===== config.mk =====
export PLATFORM = sky130hd
export DESIGN_NAME = inst_encoder
export DESIGN_NICKNAME = d
export VERILOG_FILES = /design/src/rtl/inst_encoder.sv
export SDC_FILE = /design/constraint.sdc
export NUM_CORES = 1
export LEC_CHECK = 0
export BUFFER_PORTS_ARGS = -buffer_cell sky130_fd_sc_hd__buf_2
export CAP_MARGIN = 20
export CORE_ASPECT_RATIO = 0.8
export CORE_MARGIN = 2
export CORE_UTILIZATION = 45
export CTS_CLUSTER_SIZE = 20
export DETAILED_ROUTE_END_ITERATION = 16
export MAX_ROUTING_LAYER = met4
export PLACE_DENSITY = 0.72
export RECOVER_POWER = 25
export SLEW_MARGIN = 20
export SYNTH_ARGS = -nofsm -noshare
export SYNTH_HDL_FRONTEND = slang
export SYNTH_SLANG_ARGS = --single-unit

===== constraint.sdc =====
create_clock -name clk -period 1.8 [get_ports clk]
set_input_delay 0.18 -clock clk [delete_from_list [all_inputs] [get_ports clk]]
set_output_delay 0.18 -clock clk [all_outputs]
set_load 0.005 [all_outputs]

===== src/rtl/inst_encoder.sv =====
// RV32I instruction encoder with a 2-entry output FIFO.
// Illegal requests are replaced by a NOP carrying an error flag.
module inst_encoder (
    input  logic        clk,
    input  logic        rst_n,
    input  logic        in_valid,
    output logic        in_ready,
    input  logic [6:0]  in_opcode,
    input  logic [4:0]  in_rd,
    input  logic [4:0]  in_rs1,
    input  logic [4:0]  in_rs2,
    input  logic [2:0]  in_funct3,
    input  logic [6:0]  in_funct7,
    input  logic [31:0] in_imm,
    output logic        out_valid,
    input  logic        out_ready,
    output logic [31:0] out_inst,
    output logic        out_err,
    output logic [15:0] enc_count,
    output logic [7:0]  err_count
);

    localparam logic [31:0] NOP = 32'h0000_0013;

    logic        is_r, is_i, is_s, is_b, is_u, is_j;
    logic        ok_is, ok_b, ok_j, ok_u;
    logic        enc_legal;
    logic [31:0] enc_raw;
    logic [31:0] enc_inst;

    logic [32:0] mem [2];
    logic        wptr, rptr;
    logic [1:0]  count;
    logic        push, pop;

    always_comb begin
        is_r = 1'b0;
        is_i = 1'b0;
        is_s = 1'b0;
        is_b = 1'b0;
        is_u = 1'b0;
        is_j = 1'b0;
        case (in_opcode)
            7'b0000011,
            7'b0010011,
            7'b1100111: is_i = 1'b1;
            7'b0100011: is_s = 1'b1;
            7'b1100011: is_b = 1'b1;
            7'b0010111,
            7'b0110111: is_u = 1'b1;
            7'b1101111: is_j = 1'b1;
            7'b0110011: is_r = 1'b1;
            default:    ;
        endcase
    end

    // Sign-extension checks: upper bits must all match the top kept bit
    assign ok_is = (&in_imm[31:11]) | ~(|in_imm[31:11]);
    assign ok_b  = ((&in_imm[31:12]) | ~(|in_imm[31:12])) & ~in_imm[0];
    assign ok_j  = ((&in_imm[31:20]) | ~(|in_imm[31:20])) & ~in_imm[0];
    assign ok_u  = ~(|in_imm[11:0]);

    always_comb begin
        enc_raw   = NOP;
        enc_legal = 1'b0;
        unique case (1'b1)
            is_r: begin
                enc_raw   = {in_funct7, in_rs2, in_rs1,
                             in_funct3, in_rd, in_opcode};
                enc_legal = 1'b1;
            end
            is_i: begin
                enc_raw   = {in_imm[11:0], in_rs1,
                             in_funct3, in_rd, in_opcode};
                enc_legal = ok_is;
            end
            is_s: begin
                enc_raw   = {in_imm[11:5], in_rs2, in_rs1,
                             in_funct3, in_imm[4:0], in_opcode};
                enc_legal = ok_is;
            end
            is_b: begin
                enc_raw   = {in_imm[12], in_imm[10:5],
                             in_rs2, in_rs1, in_funct3,
                             in_imm[4:1], in_imm[11], in_opcode};
                enc_legal = ok_b;
            end
            is_u: begin
                enc_raw   = {in_imm[31:12], in_rd, in_opcode};
                enc_legal = ok_u;
            end
            is_j: begin
                enc_raw   = {in_imm[20], in_imm[10:1],
                             in_imm[11], in_imm[19:12],
                             in_rd, in_opcode};
                enc_legal = ok_j;
            end
            default: ;
        endcase
    end

    assign enc_inst = enc_legal ? enc_raw : NOP;

    assign in_ready  = rst_n & (count != 2'd2);
    assign out_valid = (count != 2'd0);
    assign push      = in_valid & in_ready;
    assign pop       = out_valid & out_ready;
    assign out_inst  = out_valid ? mem[rptr][31:0] : 32'h0;
    assign out_err   = out_valid ? mem[rptr][32] : 1'b0;

    always_ff @(posedge clk or negedge rst_n) begin
        if (!rst_n) begin
            mem[0] <= 33'h0;
            mem[1] <= 33'h0;
            wptr   <= 1'b0;
            rptr   <= 1'b0;
            count  <= 2'd0;
        end else begin
            if (push) begin
                mem[wptr] <= {~enc_legal, enc_inst};
                wptr      <= ~wptr;
            end
            if (pop) begin
                rptr <= ~rptr;
            end
            case ({push, pop})
                2'b10:   count <= count + 2'd1;
                2'b01:   count <= count - 2'd1;
                default: count <= count;
            endcase
        end
    end

    always_ff @(posedge clk or negedge rst_n) begin
        if (!rst_n) begin
            enc_count <= 16'h0;
            err_count <= 8'h0;
        end else if (push) begin
            enc_count <= enc_count + 16'h1;
            if (!enc_legal && err_count != 8'hFF) begin
                err_count <= err_count + 8'h1;
            end
        end
    end

endmodule


## Word-level counts from Yosys, hierarchy flattened

Cells that the tools add are included.

| operators by class | value |
|---|---|
| add/sub/neg operators | 4 |
| order comparisons | 3 |
| equality and inequality tests | 13 |
| multiplexer cells | 18 |
| bitwise logic cells | 18 |
| reductions and logical operators | 16 |

Operator list:

| operator | number |
|---|---|
| 32-bit case mux with 6 select lines | 1 |
| 33-bit 2-to-1 mux | 4 |
| 66-bit bitwise mux | 1 |
| 32-bit 2-to-1 mux | 2 |
| 33-bit demux with 1-bit select | 1 |
| 12-bit OR reduction | 2 |
| 7-bit by 6-bit equality test with 1-bit output (second input constant) | 3 |
| 7-bit equality test (second input constant) | 3 |
| 21-bit AND reduction | 1 |
| 21-bit OR reduction | 1 |
| 20-bit AND reduction | 1 |
| 20-bit OR reduction | 1 |
| 16-bit by 1-bit adder with 16-bit output (second input constant) | 1 |
| 7-bit by 5-bit equality test with 1-bit output (second input constant) | 2 |
| 12-bit AND reduction | 1 |
| 8-bit by 1-bit adder with 8-bit output (second input constant) | 1 |
| 8-bit inequality test (second input constant) | 1 |
| 1-bit inverter | 8 |
| 7-bit by 2-bit equality test with 1-bit output (second input constant) | 1 |
| 1-bit 2-to-1 mux | 7 |
| 1-bit AND | 5 |
| 1-bit case mux with 5 select lines | 1 |
| 2-bit >= comparator (second input constant) | 2 |
| 1-bit inverter with 2-bit output | 2 |
| 14 further kinds | 19 |

| storage, ports and cells | value |
|---|---|
| bits in registers | 94 |
| bits of input ports | 68 |
| word-level logic and storage cells | 79 |

## Longest topological paths before layout

Gate-level depths: netlist of the first run.

| depth | value |
|---|---|
| depth after elaboration | 8 |
| depth in mapped cells | 10 |
| depth with buffers taken out | 7 |

## Worst setup path before layout of the first run

OpenSTA, ideal clock, no wires.

| timing path | value |
|---|---|
| kind | input-to-reg |
| start | input port in_imm[13] |
| end | register mem[65] (netlist bit) |
| library setup time | 0.125 ns |
| arrival time | 2.007 ns |
| data required time | 1.675 ns |
| setup slack | -0.331 ns |
| stages | 8 |
| buffers on the path | 2 |
| cells stage by stage | or4_1 nor2_1 o21ai_1 a2111o_1 and3_1 buf_6 buf_6 mux2_2 |

| between the ends | value |
|---|---|
| cells in the longest elaborated chain, start to end | 7 |
| elaborated cells between the ends (all ways) | 12 |
| classes of those cells | 2 x mux; 6 x bitwise; 4 x reduce/logical |

RTL lines:

| element | line | text |
|---|---|---|
| from (decl) | 14 | `input logic [31:0] in_imm,` |
| 20-bit OR reduction | 59 | `assign ok_b = ((&in_imm[31:12]) \| ~(\|in_imm[31:12])) & ~in_imm[0];` |
| 1-bit inverter | 59 |  |
| 1-bit bitwise OR | 59 |  |
| 1-bit AND | 59 |  |
| 1-bit case mux with 5 select lines (*) | 66 | `unique case (1'b1)` |
| 1-bit inverter (*) | 120 | `mem[wptr] <= {~enc_legal, enc_inst};` |
| 66-bit bitwise mux (*) | 120 |  |
| to (signal, indexed assignment) | 120 |  |
| to (decl) | 31 | `logic [32:0] mem [2];` |

Every way passes the cells marked *; elsewhere a longest branch is shown, timed or not.
A chain may end at the register's enable or synchronous reset.

## Final worst setup path of the first run

| timing path | value |
|---|---|
| start | input port in_imm[17] |
| end | register mem[10] (netlist bit) |

| between the ends | value |
|---|---|
| cells in the longest elaborated chain, start to end | 7 |
| elaborated cells between the ends (all ways) | 12 |
| classes of those cells | 3 x mux; 5 x bitwise; 4 x reduce/logical |

RTL lines:

| element | line | text |
|---|---|---|
| 20-bit OR reduction | 59 |  |
| 1-bit inverter | 59 |  |
| 1-bit bitwise OR | 59 |  |
| 1-bit AND | 59 |  |
| 1-bit case mux with 5 select lines (*) | 66 |  |
| 32-bit 2-to-1 mux (*) | 102 | `assign enc_inst = enc_legal ? enc_raw : NOP;` |
| 66-bit bitwise mux (*) | 120 |  |

Marks and branches as above.

==> results of run 1 <==
[final cells by class]
class	instances	area (µm²)	share of cell area, %
clock inverters	5	65.1	0.932
clock buffers	11	253	3.62
inverters	6	22.5	0.323
well taps	144	180	2.58
repair buffers	205	1370	19.6
flip-flops and latches	94	2350	33.7
multi-input cells	381	2740	39.3
[per-layer routing]
layer	track usage [%]	up-vias	part of all wire, %	wire [µm]
li1	-	2245	-	-
met1	33.1	2296	45	6520
met4	7.25	0	1.4	208
met2	38.7	176	48	7030
met5	-	-	0	0
met3	4.22	25	5.8	849
[report_power, final]
| group | switching, mW | internal [mW] | leakage [nW] |
|---|---|---|---|
| clock network | 0.831 | 1.17 | 0.150 |
| logic | 1.12 | 0.948 | 1.91 |
| registers | 0.205 | 2.31 | 1.24 |
| total | 2.16 | 4.42 | 3.31 |
[synthesized netlist by cell type (all sizes together) (5+ instances only)]
master / n / area share (%)
nor4: 7 / 0.87
nor2: 52 / 3.9
dfrtp: 94 / 47
o21ai: 6 / 0.60
a222oi: 11 / 2.2
mux2i: 33 / 6.6
mux2: 6 / 1.3
nand2: 81 / 6.1
buf: 12 / 2.0
nand2b: 8 / 1.0
clkbuf: 24 / 1.8
inv: 6 / 0.45
a21oi: 5 / 0.57
nand3: 16 / 1.6
nand4: 10 / 1.2
xor2: 6 / 1.0
nor3: 8 / 0.80
xnor2: 21 / 3.7
o31ai: 54 / 8.3
a22oi: 13 / 1.9
and3: 10 / 1.2
[final timing paths]
check                                          from                       end  slack [ps]
max                                      in_imm[17]       mem[10]$_DFFE_PN0P_          -2
max reg2reg                err_count[4]$_DFFE_PN0P_  err_count[3]$_DFFE_PN0P_          50
min reg2reg                     mem[33]$_DFFE_PN0P_       mem[33]$_DFFE_PN0P_         470
min in group asynchronous                     rst_n       mem[36]$_DFFE_PN0P_         480
max in group asynchronous                     rst_n          rptr$_DFFE_PN0P_         510
min                                       in_rs2[3]       mem[23]$_DFFE_PN0P_         260
[cell usage in the layout, fill, tap and decap left out, types with 5 or more instances in the layout]
cell type	n
nand3_1	14
xor2_1	6
buf_12	8
nor4_1	6
nor3_1	8
buf_4	63
nor2_1	47
nand2_1	80
buf_2	123
o31ai_2	34
mux2_2	6
mux2i_1	33
nand2b_1	7
and3_1	8
inv_1	5
xnor2_1	21
clkbuf_16	10
nand4_1	10
a22oi_1	13
dfrtp_1	93
a222oi_1	11
o31ai_1	16
[worst max-delay path: cells and delay by family]
kind            cells  cell delay, ps
compound gates      3             700
simple gates        3             890
buf+inv             2             270
[state kept, by name (all words and copies together) (netlist names)]
register and flops:
err_count 8, rptr 1, count 2, enc_count 16, mem 66, wptr 1
[per-stage QoR]
stage	setup WS (ps)	hold WS, ps	instance area (µm²)	TNS [ps]	util (%)
CTS	0.0202	-53.3	6670	0	61.5
finish	-1.65	263	6980	-2.38	64.4
global route	-85.3	282	6980	-846	64.4
floorplan	-328	-116	5020	-13910	-
detailed placement	-473	316	6270	-24390	57.8
global placement	-387	308	6270	-21780	57.8
[what timing repair did]
action,CTS,global route
resized for setup,10,50
setup buffers,4,0
hold endpoints to repair,44,18
endpoints found under the setup margin,61,88
gates cloned,0,1
pin swaps,0,2
[kinds of logic (layout without fill, tap and decap cells)]
group / Yosys count / in the layout / share of synthesized area (%)
buffers and inverters: 42 / 227 / 4.29
xor gates and xnor gates: 27 / 27 / 4.72
adders and majority gates: 3 / 3 / 0.749
and+or+nand+nor: 210 / 210 / 19.6
DFF: 94 / 94 / 46.9
AOI/OAI and AO/OA: 102 / 102 / 15.8
muxes: 39 / 39 / 7.93
==> summary.md, run 1 <==
| Metric | Value |
|---|---|
| Nets | 768 |
| Vias/cell | 5.61 |
| Critical Path End Type | flip-flop |
| PD cells | 943 nW/µm² |
| Fraction of registers with async set/reset | 100% |
| CTS tree | yes |
| Filler Cell Count | 906 |
| Area delta synth->final | 39.2% |
| Share of cells above drive strength 1 | 40.3% |
| EDFF count, synth | 0 |
| GRT Residual Overflow | 0 |
| Crit path kind | primary input to flip-flop |
| Clk_skew | 4.66 ps |
| Tot Pwr | 6.58 mW |
| Sequential area share after synthesis | 46.9% |
| Post-DRT Antenna Nets | 0 |
| Final RePlAce weighted congestion | 0.875 |
| Avg Cell Area, Syn | 9.70 µm² |
| Reg2Reg Depth | 6 |
| Post-Syn Instances | 517 |
| Final setup viols | 2 |
| Slowest CP cell | or4_4 |
| Clock latency on the worst-skew pair | 340 ps |
| Tightest Hold Check Type | primary input to flip-flop |
| First-pass GRT wire length | 22400 µm |
| Clock Path Buffers | 2 |
| Vias in the first global route | 4551 |
| CTS root buf | clkbuf_16 |
| Clock transition at the registers of the reported paths | 70 ps |
| Post-DP HPWL | 10500 µm |
| P_leak | 3.31 nW |
| Final worst path period share | 100% |
| RSZ-0062 raised after global routing | yes |
| Least-Margin Pin Slew | 1250 ps |
| Syn nets | 588 |
| Status | finished with violations |
| Number of synthesized register bits | 94 |
| IO Count | 127 |
| Starting Density | 46.2% |
| Yosys cell types | 50 |
| Chip width | 122 µm |
| # port buffers | 126 |
| GRT Util Overall | 24.6% |
| Max incr delay on CP | 550 ps |
| DR iter-0 viols | 326 |
| DRC viols | 0 |
| # H-tree levels | 3 |
| Ys flop type | dfrtp_1 |
| Worst path cell trace | buf_6, or4_4, nor2_4, o21ai_1, a2111o_1, and3_4, buf_12, o31ai_2 |
| Drt total wl | 14600 µm |
| Peak Freq | 555 MHz |
| Worst hold path stage count | 3 |
| Maxcap violations | 0 |
| Fin. max-slew vios | 0 |
| WP data required | 2050 ps |
| Cell area after synthesis | 5010 µm² |
| Max-Slew Margin vs Limit | 16.5% |
| Fin crit period | 1800 ps |
| Core area | 10800 µm² |
| Hold Violations, Final | 0 |
| # rows | 34 |
| CP max FO | 17 |
| Ant. Diodes | 0 |
| Setup ws final | -1.65 ps |
| DRT Pass-1 Iters | 9 |
| Largest net degree at the start of global routing | 51 |
| Routed len/inst | 17.3 µm |
| Die area | 12000 µm² |
| Clock sink count | 94 |
| Finished Layout Cells | 846 |
| WP data arrival | 2060 ps |
| Die Ht | 98.4 µm |
| Initial antenna violation count | 0 |
| Yosys warnings | 0 |
| Startpoint types | primary input |
| Maximum VDD drop | 0.592 mV |
| Num CTS Buffers | 9 |
| Failing checks | setup timing |
| Via count | 4742 |
| Cells after DPL | 822 |
No activity file was read; power rests on OpenSTA's default activity.
==> run 2, diff against run 1 <==
ABC_AREA = 1   (was not set)
PLACE_DENSITY = 0.71   (was 0.72)
==> summary.md, run 2 <==
| Metric | Value |
|---|---|
| Status | completed (was finished with violations) |
| Share of cells above drive strength 1 | 21.4% (was 40.3%) |
| Hold Violations, Final | 0 (unchanged) |
| Ys flop type | dfrtp_1 (unchanged) |
| Maxcap violations | 0 (unchanged) |
| Largest Register | mem (unchanged) |
| Post-CTS setup buffers | 0 (was 4) |
| PD cells | 910 nW/µm² (was 943 nW/µm²) |
| Vias/cell | 5.24 (was 5.61) |
| Ant. Diodes | 0 (unchanged) |
| First-pass GRT wire length | 26200 µm (was 22400 µm) |
| Num CTS Buffers | 9 (unchanged) |
| CP max FO | 11 (was 17) |
| Critical Path End Type | primary output (was flip-flop) |
| Crit path kind | flip-flop to primary output (was primary input to flip-flop) |
| GRT Util Overall | 25.4% (was 24.6%) |
| Filler Cell Count | 1209 (was 906) |
| Most frequent cells in the layout | 308 x nand2_1, 125 x buf_2, 93 x dfrtp_1 (was 123 x buf_2, 93 x dfrtp_1, 80 x nand2_1) |
| Max reg flops | 66 (unchanged) |
| Number of synthesized register bits | 94 (unchanged) |
| Routed len/inst | 14.9 µm (was 17.3 µm) |
| Post-DRT Antenna Nets | 0 (unchanged) |
| CP startpoint | rptr$_DFFE_PN0P_ (was in_imm[17]) |
| Smallest hold slack | 22.0 ps (was 263 ps) |
| Clk_skew | 9.22 ps (was 4.66 ps) |
| Commonest non-fill, non-tap cell in the layout | nand2_1 (was buf_2) |
| Avg Cell Area, Syn | 7.07 µm² (was 9.70 µm²) |
| Finished Layout Cells | 1077 (was 846) |
| Synth top area cells | dfrtp_1 42%, nand2_1 21%, nand3_1 7.2% (was dfrtp_1 47%, o31ai_1 7.8%, mux2i_1 6.6%) |
| Sequential area share after synthesis | 42.1% (was 46.9%) |
| Final worst path period share | 94.9% (was 100%) |
| WP data required | 1620 ps (was 2050 ps) |
| Register-to-register setup slack | 250 ps (was 50 ps) |
| Yosys cell types | 34 (was 50) |
| Dpl cell area | 6500 µm² (was 6270 µm²) |
| Fin crit period | 1710 ps (was 1800 ps) |
| Cells after DPL | 1061 (was 822) |
| RR Startpoint | enc_count[2]$_DFFE_PN0P_ (was err_count[4]$_DFFE_PN0P_) |
| Fraction of registers with async set/reset | 100% (unchanged) |
| Nets | 991 (was 768) |
| Top flop regs | mem (66), enc_count (16), err_count (8) (unchanged) |
| Fin. max-slew vios | 0 (unchanged) |
| Peak Freq | 586 MHz (was 555 MHz) |
| Drt total wl | 16000 µm (was 14600 µm) |
| Initial antenna violation count | 0 (unchanged) |
| Least-Margin Pin Slew | 520 ps (was 1250 ps) |
| Syn nets | 861 (was 588) |
| # H-tree levels | 3 (unchanged) |
| Post-Syn Instances | 790 (was 517) |
| Max-Slew Margin vs Limit | 65.3% (was 16.5%) |
| Final instance area | 6830 µm² (was 6980 µm²) |
| Yosys warnings | 0 (unchanged) |
| # rows | 36 (was 34) |
| Via count | 5643 (was 4742) |
| DR iter-0 viols | 494 (was 326) |
| Post-DP HPWL | 11500 µm (was 10500 µm) |
| Die area | 13300 µm² (was 12000 µm²) |
| Largest net degree at the start of global routing | 96 (was 51) |
| Synth top cells by count | 308 x nand2_1, 94 x dfrtp_1, 80 x nand3_1, 60 x nor2_1, 50 x inv_1 (was 94 x dfrtp_1, 81 x nand2_1, 52 x o31ai_1, 51 x nor2_1, 33 x mux2i_1) |
| Startpoint types | flip-flop (was primary input) |
| Cell area after synthesis | 5590 µm² (was 5010 µm²) |
| WP data arrival | 1530 ps (was 2060 ps) |
| RSZ-0062 raised after global routing | no (was yes) |
| Clock transition at the registers of the reported paths | 70 ps (about the same) |
| Clock latency on the worst-skew pair | 350 ps (was 340 ps) |
| Top-count cell post-synth | nand2_1 (was dfrtp_1) |
| GRT Residual Overflow | 0 (unchanged) |
| Tot Pwr | 6.22 mW (was 6.58 mW) |
| Core area | 12200 µm² (was 10800 µm²) |
| Chip width | 129 µm (was 122 µm) |
| P_leak | 3.80 nW (was 3.31 nW) |
| Synth area leader | dfrtp_1 (unchanged) |
| Clock Path Buffers | 2 (unchanged) |
| Setup TNS | 0 ps (was -2.38 ps) |
| Worst slack, placed | 82.6 ps (was -473 ps) |
| CTS root buf | clkbuf_16 (unchanged) |
| Vias in the first global route | 5226 (was 4551) |
| Starting Density | 45.9% (was 46.2%) |
| Tightest Hold Check Type | primary input to async pin (was primary input to flip-flop) |
| Maximum VDD drop | 0.742 mV (was 0.592 mV) |
| CTS tree | yes (unchanged) |
| DRT Pass-1 Iters | 5 (was 9) |
| Die Ht | 104 µm (was 98.4 µm) |
| DRC viols | 0 (unchanged) |
| EDFF count, synth | 0 (unchanged) |
| Area delta synth->final | 22.3% (was 39.2%) |
| Share of the synthesized area in the top cell type | 42.1% (was 46.9%) |
| Final setup viols | 0 (was 2) |
| # port buffers | 126 (unchanged) |
| Clock sink count | 94 (unchanged) |
| Final RePlAce weighted congestion | 0.952 (was 0.875) |
| IO Count | 127 (unchanged) |
| Core Util, Final | 56.2% (was 64.4%) |
| Setup ws final | 92.2 ps (was -1.65 ps) |
## run 2: changes by cell type after synthesis, moves of 8 or more
cell / before / now
nand3_1: 16 / 80
xnor2_1: 21 / 11
a222oi_1: 11 / 0
mux2i_1: 33 / 0
a21oi_1: 4 / 45
and3_1: 10 / 0
nand2b_1: 8 / 0
o21ai_0: 5 / 28
o31ai_1: 52 / 0
inv_1: 6 / 50
nor2_1: 51 / 60
nand2_1: 81 / 308
## run 2: final timing paths
path | to | cells past startpoint
worst min-delay path | mem[27]$_DFFE_PN0P_ | 2
min in group clk | rptr$_DFFE_PN0P_ | 4
max in group asynchronous | enc_count[2]$_DFFE_PN0P_ | 2
worst min register to register | mem[1]$_DFFE_PN0P_ | 2
worst max register to register | enc_count[11]$_DFFE_PN0P_ | 9
worst max-delay path | out_inst[5] | 5
## run 2: cell type report
class / count / area [µm²] / share of cell area [%]
Clock buffer: 11 / 243 / 3.55
Clock inverter: 5 / 41.3 / 0.604
Timing Repair Buffer: 154 / 926 / 13.6
Tap cell: 152 / 190 / 2.78
Inverter: 54 / 208 / 3.04
Sequential cell: 94 / 2350 / 34.5
Multi-Input combinational cell: 607 / 2870 / 42.0
## run 2: layer usage
metal	global-route usage, %	part of all wire, %	wire length [µm]
met2	36.1	44	6980
met1	37.5	47	7460
met3	4.65	8.1	1300
met4	6.37	1.8	284
met5	-	0	0
## run 2: repair_timing
action / CTS / global route
gates resized for setup: 2 / 14
hold endpoints to repair: 94 / 87
endpoints found under the setup margin: 6 / 30
## run 2: where the power goes
| group | switching [mW] | leakage (nW) | internal, mW | total (mW) |
|---|---|---|---|---|
| clock | 0.831 | 0.138 | 0.992 | 1.82 |
| sequential | 0.205 | 1.26 | 2.32 | 2.52 |
| combinational | 1.17 | 2.41 | 0.701 | 1.87 |
| total | 2.21 | 3.80 | 4.01 | 6.22 |
## run 2: kinds of logic (layout without fill, tap and decap cells)
family	after synthesis	count (layout)	share of synthesized area [%]
AO/OA/AOI/OAI	97	97	9.61
XOR/XNOR	24	24	3.76
adder cells (fa/ha/maj)	3	3	0.672
buffers and inverters	89	224	7.05
flip-flops	94	94	42.1
AND/OR/NAND/NOR	483	483	36.8
## run 2: critical path, stage by stage, from the launching register on
cell and delay (ps):
dfrtp_1 440, inv_4 130, buf_4 200, nand2_1 90, a21oi_2 180, buf_2 150
==> run 3, diff against run 2 <==
PLACE_DENSITY = 0.72   (was 0.71)
SLEW_MARGIN = not set   (was 20)
==> summary.md, run 3 (synthesis gave the netlist of run 2 again) <==
| Metric | Value |
|---|---|
| Status | completed (unchanged) |
| Least-Margin Pin Slew | 1330 ps (was 520 ps) |
| Largest net degree at the start of global routing | 55 (was 96) |
| First-pass GRT wire length | 26900 µm (was 26200 µm) |
| Num CTS Buffers | 9 (unchanged) |
| Startpoint types | flip-flop (unchanged) |
| Clock Path Buffers | 2 (unchanged) |
| Maximum VDD drop | 0.587 mV (was 0.742 mV) |
| # rows | 36 (unchanged) |
| CP max FO | 8 (was 11) |
| Largest Register | mem (unchanged) |
| GRT Util Overall | 26.2% (was 25.4%) |
| Crit path kind | flip-flop to primary output (unchanged) |
| DRC viols | 0 (unchanged) |
| GRT Residual Overflow | 0 (unchanged) |
| Core area | 12200 µm² (unchanged) |
| Post-DP HPWL | 11600 µm (was 11500 µm) |
| Initial antenna violation count | 0 (unchanged) |
| Final worst path period share | 96.3% (was 94.9%) |
| Finished Layout Cells | 1085 (was 1077) |
| IO Count | 127 (unchanged) |
| CTS root buf | clkbuf_16 (unchanged) |
| # port buffers | 126 (unchanged) |
| Fin crit period | 1730 ps (was 1710 ps) |
| Ant. Diodes | 0 (unchanged) |
| Vias/cell | 5.24 (about the same) |
| PD cells | 960 nW/µm² (was 910 nW/µm²) |
| DR iter-0 viols | 396 (was 494) |
| Clk_skew | 8.87 ps (was 9.22 ps) |
| Critical Path End Type | primary output (unchanged) |
| Tot Pwr | 6.66 mW (was 6.22 mW) |
| Chip width | 129 µm (unchanged) |
| Drt total wl | 16300 µm (was 16000 µm) |
| Via count | 5683 (was 5643) |
| Share of cells above drive strength 1 | 21.8% (was 21.4%) |
| CP Buf/Inv Count | 4 (was 3) |
| # H-tree levels | 3 (unchanged) |
| Max reg flops | 66 (unchanged) |
| Commonest non-fill, non-tap cell in the layout | nand2_1 (unchanged) |
| Most frequent cells in the layout | 308 x nand2_1, 125 x buf_2, 94 x dfrtp_1 (was 308 x nand2_1, 125 x buf_2, 93 x dfrtp_1) |
| Max-Slew Margin vs Limit | 11.3% (was 65.3%) |
| Hold Violations, Final | 0 (unchanged) |
| RSZ-0062 raised after global routing | yes (was no) |
| Die Ht | 104 µm (unchanged) |
| Tightest Hold Check Type | primary input to async pin (unchanged) |
| Post-DRT Antenna Nets | 0 (unchanged) |
| Max incr delay on CP | 370 ps (was 440 ps) |
| WP data arrival | 1550 ps (was 1530 ps) |
| Die area | 13300 µm² (unchanged) |
| Clock latency on the worst-skew pair | 340 ps (was 350 ps) |
| DRT Pass-1 Iters | 5 (unchanged) |
| CTS tree | yes (unchanged) |
| Delay-heaviest family, CP | buffers and inverters (unchanged) |
| Final setup viols | 0 (unchanged) |
| Vias in the first global route | 5367 (was 5226) |
| WP data required | 1620 ps (about the same) |
| Worst path cell trace | buf_4, nor2_4, buf_12, buf_12, a21oi_1, buf_2 (was inv_4, buf_4, nand2_1, a21oi_2, buf_2) |
| Fin. max-slew vios | 0 (unchanged) |
| CP dominant cell by count | buf_12 |
| Cells after DPL | 1063 (was 1061) |
| Maxcap violations | 0 (unchanged) |
| Routed len/inst | 15.0 µm (was 14.9 µm) |
| Setup TNS | 0 ps (unchanged) |
| Area delta synth->final | 24.2% (was 22.3%) |
| Final RePlAce weighted congestion | 0.935 (was 0.952) |
| Clock sink count | 94 (unchanged) |
| Top flop regs | mem (66), enc_count (16), err_count (8) (unchanged) |
| P_leak | 3.88 nW (was 3.80 nW) |
| Clock transition at the registers of the reported paths | 70 ps (about the same) |
| Nets | 999 (was 991) |
| Slowest CP cell | dfrtp_1 (unchanged) |
| Peak Freq | 577 MHz (was 586 MHz) |
| Starting Density | 45.9% (unchanged) |
==> run 3: final timing paths <==
check                                     start                        end  slack [ps]  cells past startpoint
min reg2reg                  mem[0]$_DFFE_PN0P_         mem[0]$_DFFE_PN0P_         450                      2
min                                       rst_n  enc_count[12]$_DFFE_PN0P_         110                      2
max                        count[0]$_DFFE_PN0P_                out_inst[3]          70                      6
max reg2reg                count[0]$_DFFE_PN0P_   err_count[5]$_DFFE_PN0P_         180                      8
min in group clk                      out_ready           rptr$_DFFE_PN0P_         200                      4
max in group asynchronous                 rst_n        mem[48]$_DFFE_PN0P_         750                      2
==> run 3: cell type report <==
type	count	area, µm²
clock buffer	9	225
fill	1189	5220
inverter	54	205
sequential	94	2350
timing repair buffer	162	1000
clock inverter	7	101
tap	152	190
multi-input combinational	607	2860
==> run 3: repair_timing <==
item | in CTS | in global routing
gates cloned | 0 | 1
hold endpoints to repair | 40 | 40
gates resized for setup | 1 | 3
setup buffers | 0 | 5
pin swaps | 0 | 1
setup endpoints to repair | 1 | 4
==> run 3: where the power goes <==
part,total [mW],internal [mW],switching [mW]
logic,2.07,0.847,1.22
registers,2.50,2.32,0.189
clock network,2.09,1.23,0.856
total,6.66,4.40,2.26
==> run 3: routing by layer <==
| layer | up-vias | global-route usage (%) | routed length [µm] |
|---|---|---|---|
| met1 | 2647 | 37.7 | 7680 |
| met3 | 12 | 5.63 | 1240 |
| met5 | - | - | 0 |
| met4 | 0 | 6.52 | 158 |
| li1 | 2811 | - | - |
| met2 | 213 | 37.7 | 7200 |
==> run 3: stage by stage <==
step / util [%] / instance area [µm²] / hold WS, ps / worst slack, ps
floorplan: - / 5590 / -116 / 214
global placement: 53.7 / 6530 / 295 / 72.0
detailed placement: 53.7 / 6530 / 301 / 61.4
CTS: 56.4 / 6860 / -64.6 / 1.25
global route: 57.0 / 6940 / 196 / 0.678
finish: 57.0 / 6940 / 106 / 66.0
